--- src/rtl/pipe_seq_ctrl.sv ---
// Pipeline sequencer for the 5-stage MIPS core: arbitrates halt, memory freeze,
// EX redirect and load-use stall, and keeps performance counters plus a memory watchdog.
module pipe_seq_ctrl #(
  parameter int CNT_W       = 32,
  parameter int MEM_TIMEOUT = 16
) (
  input  logic             clk,
  input  logic             rst_n,
  input  logic [4:0]       id_rs,
  input  logic [4:0]       id_rt,
  input  logic             id_use_rs,
  input  logic             id_use_rt,
  input  logic [4:0]       ex_rd,
  input  logic             ex_mem_read,
  input  logic             ex_bj,
  input  logic [31:0]      ex_target,
  input  logic             mem_busy,
  input  logic             wb_halt,
  input  logic             resume,
  output logic             halt,
  output logic             pc_bj,
  output logic [31:0]      pc_src,
  output logic             nop_lock_id,
  output logic             flush_id,
  output logic             flush_ex,
  output logic             freeze,
  output logic             mem_err,
  output logic [CNT_W-1:0] cycle_cnt,
  output logic [CNT_W-1:0] stall_cnt,
  output logic [CNT_W-1:0] flush_cnt,
  output logic [CNT_W-1:0] memwait_cnt
);

  localparam int WAIT_W = $clog2(MEM_TIMEOUT + 1);

  typedef enum logic [1:0] {
    ST_RUN    = 2'd0,
    ST_FREEZE = 2'd1,
    ST_HALT   = 2'd2
  } state_t;

  state_t            r_state;
  state_t            w_next;
  logic [WAIT_W-1:0] r_wait;
  logic              r_mem_err;
  logic [CNT_W-1:0]  r_cycle;
  logic [CNT_W-1:0]  r_stall;
  logic [CNT_W-1:0]  r_flush;
  logic [CNT_W-1:0]  r_memwait;
  logic              w_lu;
  logic              w_wd_trip;
  logic              w_stall;

  assign w_lu = ex_mem_read && (ex_rd != 5'd0) &&
                ((id_use_rs && (ex_rd == id_rs)) || (id_use_rt && (ex_rd == id_rt)));

  // r_wait holds completed FREEZE cycles, so this fires on the MEM_TIMEOUT-th one
  assign w_wd_trip = (r_state == ST_FREEZE) && mem_busy &&
                     (r_wait >= WAIT_W'(MEM_TIMEOUT - 1));

  // Prioritised control outputs; everything is forced low while reset is held
  always_comb begin
    halt        = 1'b0;
    pc_bj       = 1'b0;
    pc_src      = 32'd0;
    nop_lock_id = 1'b0;
    flush_id    = 1'b0;
    flush_ex    = 1'b0;
    freeze      = 1'b0;
    w_stall     = 1'b0;
    if (!rst_n) begin
      halt = 1'b0;
    end else if (r_state == ST_HALT) begin
      halt = 1'b1;
    end else if (mem_busy) begin
      freeze      = 1'b1;
      nop_lock_id = 1'b1;
    end else if (ex_bj) begin
      pc_bj    = 1'b1;
      pc_src   = ex_target;
      flush_id = 1'b1;
      flush_ex = 1'b1;
    end else if (w_lu) begin
      nop_lock_id = 1'b1;
      flush_ex    = 1'b1;
      w_stall     = 1'b1;
    end else begin
      w_stall = 1'b0;
    end
  end

  // Next-state logic; wb_halt overrides every other request
  always_comb begin
    w_next = r_state;
    case (r_state)
      ST_RUN: begin
        if (wb_halt)       w_next = ST_HALT;
        else if (mem_busy) w_next = ST_FREEZE;
        else               w_next = ST_RUN;
      end
      ST_FREEZE: begin
        if (wb_halt || w_wd_trip) w_next = ST_HALT;
        else if (!mem_busy)       w_next = ST_RUN;
        else                      w_next = ST_FREEZE;
      end
      ST_HALT: begin
        if (resume && !wb_halt) w_next = ST_RUN;
        else                    w_next = ST_HALT;
      end
      default: w_next = ST_RUN;
    endcase
  end

  // State register, watchdog wait counter and sticky error flag
  always_ff @(posedge clk or negedge rst_n) begin
    if (!rst_n) begin
      r_state   <= ST_RUN;
      r_wait    <= '0;
      r_mem_err <= 1'b0;
    end else begin
      r_state <= w_next;
      if ((r_state == ST_FREEZE) && (w_next == ST_FREEZE)) r_wait <= r_wait + WAIT_W'(1);
      else                                                 r_wait <= '0;
      if (w_wd_trip) r_mem_err <= 1'b1;
      else           r_mem_err <= r_mem_err;
    end
  end

  // Wrapping performance counters
  always_ff @(posedge clk or negedge rst_n) begin
    if (!rst_n) begin
      r_cycle   <= '0;
      r_stall   <= '0;
      r_flush   <= '0;
      r_memwait <= '0;
    end else begin
      if (r_state != ST_HALT)   r_cycle   <= r_cycle + CNT_W'(1);
      else                      r_cycle   <= r_cycle;
      if (w_stall)              r_stall   <= r_stall + CNT_W'(1);
      else                      r_stall   <= r_stall;
      if (pc_bj)                r_flush   <= r_flush + CNT_W'(1);
      else                      r_flush   <= r_flush;
      if (r_state == ST_FREEZE) r_memwait <= r_memwait + CNT_W'(1);
      else                      r_memwait <= r_memwait;
    end
  end

  assign mem_err     = r_mem_err;
  assign cycle_cnt   = r_cycle;
  assign stall_cnt   = r_stall;
  assign flush_cnt   = r_flush;
  assign memwait_cnt = r_memwait;

endmodule

--- config.mk ---
export PLATFORM = sky130hd
export DESIGN_NAME = pipe_seq_ctrl
export DESIGN_NICKNAME = d
export VERILOG_FILES = /design/src/rtl/pipe_seq_ctrl.sv
export SDC_FILE = /design/constraint.sdc
export NUM_CORES = 1
export LEC_CHECK = 0
export CAP_MARGIN = 10
export CORE_AREA = 5 5 126 128
export DETAILED_ROUTE_END_ITERATION = 12
export DIE_AREA = 0 0 131 133
export PLACE_DENSITY = 0.82
export SETUP_SLACK_MARGIN = 0.5
export SKIP_LAST_GASP = 1
export SYNTH_ARGS = -nofsm -noshare
export SYNTH_HDL_FRONTEND = slang
export SYNTH_SLANG_ARGS = --single-unit
--- constraint.sdc ---
create_clock -name clk -period 2.85 [get_ports clk]
set_clock_uncertainty 0.2 [all_clocks]
set_input_delay 0.57 -clock clk [delete_from_list [all_inputs] [get_ports clk]]
set_output_delay 0.57 -clock clk [all_outputs]
set_load 0.02 [all_outputs]
==> reports/metrics.cfg <==
[routing]
dr.pass1.iters = 5
drtAntennaViolNets = 0
vias = 5691
avgViaCountPerCell = 5.15
drt_wl_total_um = 19300
drt_iter0_drc = 244
route.detailed.drc = 0
wire_per_inst_um = 17.4

[worst_setup_path]
cpMostUsedCell = buf_6
path_cells = nor2b_4, nor3_4, buf_6, buf_8, buf_12, buf_16, and2_4, buf_6
critPathLaunchType = flop
cpPeakStageDelay_ns = 0.40
cp_max_fo = 5
required_ns = 2.08
crit_type = flop to output pin
arrival_ns = 1.83
cpMaxStageDelayCell = dfrtp_1
end_kind = output pin

[power]
power.internal_w = 0.00383
p_clk_frac = 0.431
static-leakage-power_nw = 4.76
ir_drop_v = 0.000381
p_comb_frac = 0.150
sw_frac_of_total = 0.251
seqPwrFrac = 0.419
p_per_area_nw_per_um2 = 494
netSwitchingPower_w = 0.00128

[timing]
finalHoldViolations = 0
fmax_mhz = 385
tightest_slew_ns = 0.687
setup_viol = 0
fin_crit_sh = 0.911
maxSlewHeadroom = 0.541
post-route-min-period_ns = 2.60
fin_hold_ws_ns = 0.123
rsz0062_at_grt = true
slew_violations = 0

[yosys]
ys_ff_latch = 136
async_flop_share = 1.00
synth_edf_count = 0
yosysUniqueCellTypes = 48
synthFlopType = dfrtp_1
yosys_warnings = 0
synth_cells = 627
syn_avg_cell_area_um2 = 10.5
synth_nets = 689
syn_area_um2 = 6580
yosysSeqAreaShare = 0.517

[floorplan]
io_pins = 223
dieArea_um2 = 17400
core_um2 = 14800
start_util = 0.446
die_h_um = 133
rows = 45
die_x_um = 131

[outcome]
status = finished, final reports clean

[final_layout]
fillers = 1039
final_nets = 967
drive_gt1_frac = 0.215
n_antenna_cell = 0
multi_input_area_um2 = 3220
seq_area_um2 = 3400
finalNonFillerCells = 1104
syn2layout_area_growth_pct = 57.4

[clock_tree]
cts_root_buffer = clkbuf_16
max-clock-path-buffers = 2
cts_sinks = 136
cts_tree = yes
insertion_delay_ns = 0.41
clk_pin_slew_ns = 0.06
cts_buffers = 17
htree_levels = 4

[global_routing]
grt_max_degree = 54
antenna_found_initial = 0
grt_usage = 0.220
grt_overflow = 0
grt_pass1_wl_um = 30100
grt_pass1_vias = 5843

[placement]
dp_hpwl_um = 13300
portBuffers = 222
dp.cells = 1052
finalWeightedCongestion = 0.825

[min_path]
min-delay-path-class = input port to asynchronous set/reset pin

[run]
drv_cap = 0

-- cell families after synthesis --
kind of cell	share of synthesized area
and+or+nand+nor	0.251
xor gates and xnor gates	0.181
DFF	0.517
muxes	0.00514
buffers and inverters	0.0228
adders and majority gates	0.0114
AOI/OAI and AO/OA	0.0107
-- repair_timing --
item / 4_1_cts / 5_1_grt
endpoints found under the hold margin: 15 / 0
setup endpoints to repair: 70 / 50
pin swaps: 40 / 15
hold buffers: 1 / 0
gates resized for setup: 320 / 28
cloned: 5 / 1
setup buffers: 9 / 6
-- worst max-delay path: cells and delay by family, from the launching register on --
family / cells / cell delay [ns]
flops: 1 / 0.40
buf+inv: 5 / 0.62
simple gates: 3 / 0.39
-- per-stage QoR --
| step | setup WS [ns] | area (µm²) | util | setup TNS [ns] | power [W] |
|---|---|---|---|---|---|
| detailed placement | -0.662 | 9240 | 0.626 | -10.24 | 0.00288 |
| floorplan | 0.275 | 6640 | - | 0 | 0.00245 |
| global placement | -0.604 | 9240 | 0.626 | -8.93 | 0.00286 |
| global route | 0.208 | 10300 | 0.702 | 0 | 0.00531 |
| CTS | 0.226 | 10200 | 0.692 | 0 | 0.00515 |
| finish | 0.255 | 10300 | 0.702 | 0 | 0.00512 |
-- cell usage after synthesis (9+ instances only) --
cell / n / area share
and2_1: 37 / 0.035
and3_1: 13 / 0.012
clkbuf_1: 9 / 0.0051
dfrtp_1: 136 / 0.52
inv_1: 18 / 0.010
nand2_1: 58 / 0.033
nand3_1: 45 / 0.034
nand4_1: 31 / 0.029
nor2_1: 40 / 0.023
nor3_1: 25 / 0.019
nor4_1: 17 / 0.016
xnor2_1: 76 / 0.10
xor2_1: 60 / 0.080
-- area by class of cell --
cell class	count	share of cell area
Inverter	18	0.00653
Multi-Input combinational cell	457	0.311
Timing Repair Buffer	275	0.274
Sequential cell	136	0.329
Clock buffer	21	0.0455
Clock inverter	9	0.0120
Tap cell	188	0.0227
-- flip-flops by register name (all words and copies together) (netlist names) --
name / count
cycle_cnt: 32
flush_cnt: 32
mem_err: 1
memwait_cnt: 32
r_state: 2
r_wait: 5
stall_cnt: 32
-- path summary, 6_finish.rpt --
path / start / to / slack, ns / cells after the start
worst max-delay path: r_state[0]$_DFF_PN0_ / pc_src[22] / 0.25 / 8
worst min-delay path: rst_n / memwait_cnt[22]$_DFFE_PN0N_ / 0.12 / 2
worst max register to register: r_state[1]$_DFF_PN0_ / stall_cnt[8]$_DFFE_PN0P_ / 0.53 / 8
worst min register to register: r_wait[0]$_DFF_PN0_ / r_wait[0]$_DFF_PN0_ / 0.26 / 1
max in group asynchronous: rst_n / flush_cnt[5]$_DFFE_PN0P_ / 1.30 / 3
min in group clk: r_wait[0]$_DFF_PN0_ / r_wait[0]$_DFF_PN0_ / 0.26 / 1
-- per-layer routing --
| metal | wire length (µm) | track usage |
|---|---|---|
| met1 | 7070 | 0.252 |
| met2 | 10100 | 0.377 |
| met3 | 1420 | 0.0682 |
| met4 | 646 | 0.0851 |
| met5 | 0 | 0 |
-- cells in the final DEF, fill, tap and decap left out, types with 3 or more instances in the layout --
| cell | count |
|---|---|
| clkbuf_16 | 18 |
| buf_4 | 38 |
| clkinv_2 | 5 |
| buf_6 | 42 |
| or3_1 | 4 |
| buf_16 | 5 |
| and2_1 | 5 |
| ha_1 | 6 |
| buf_12 | 3 |
| nor4_1 | 15 |
| bufinv_16 | 3 |
| and2_4 | 33 |
| dfrtp_1 | 136 |
| dlymetal6s2s_1 | 6 |
| inv_1 | 17 |
| nand2_1 | 58 |
| buf_8 | 4 |
| xor2_1 | 58 |
| nand3_1 | 45 |
| buf_2 | 6 |
| clkdlybuf4s50_1 | 159 |
| clkbuf_8 | 3 |
| nor3_1 | 21 |
| mux2_2 | 3 |
| dlygate4sd2_1 | 5 |
| nor3_2 | 9 |
| nor2_1 | 39 |
| xnor2_1 | 76 |
| and3_1 | 12 |
| nand4_1 | 31 |
| and4_1 | 6 |
-- power groups by stage --
stage | logic, W | registers (W) | clock network (W)
after global placement | 0.000695 | 0.00217 | 0
final | 0.000769 | 0.00214 | 0.00220
after detailed placement | 0.000708 | 0.00217 | 0
after global routing | 0.000824 | 0.00216 | 0.00233
after floorplan | 0.000199 | 0.00226 | 0
after CTS | 0.000751 | 0.00214 | 0.00225
(Power assumes the default switching activity.)
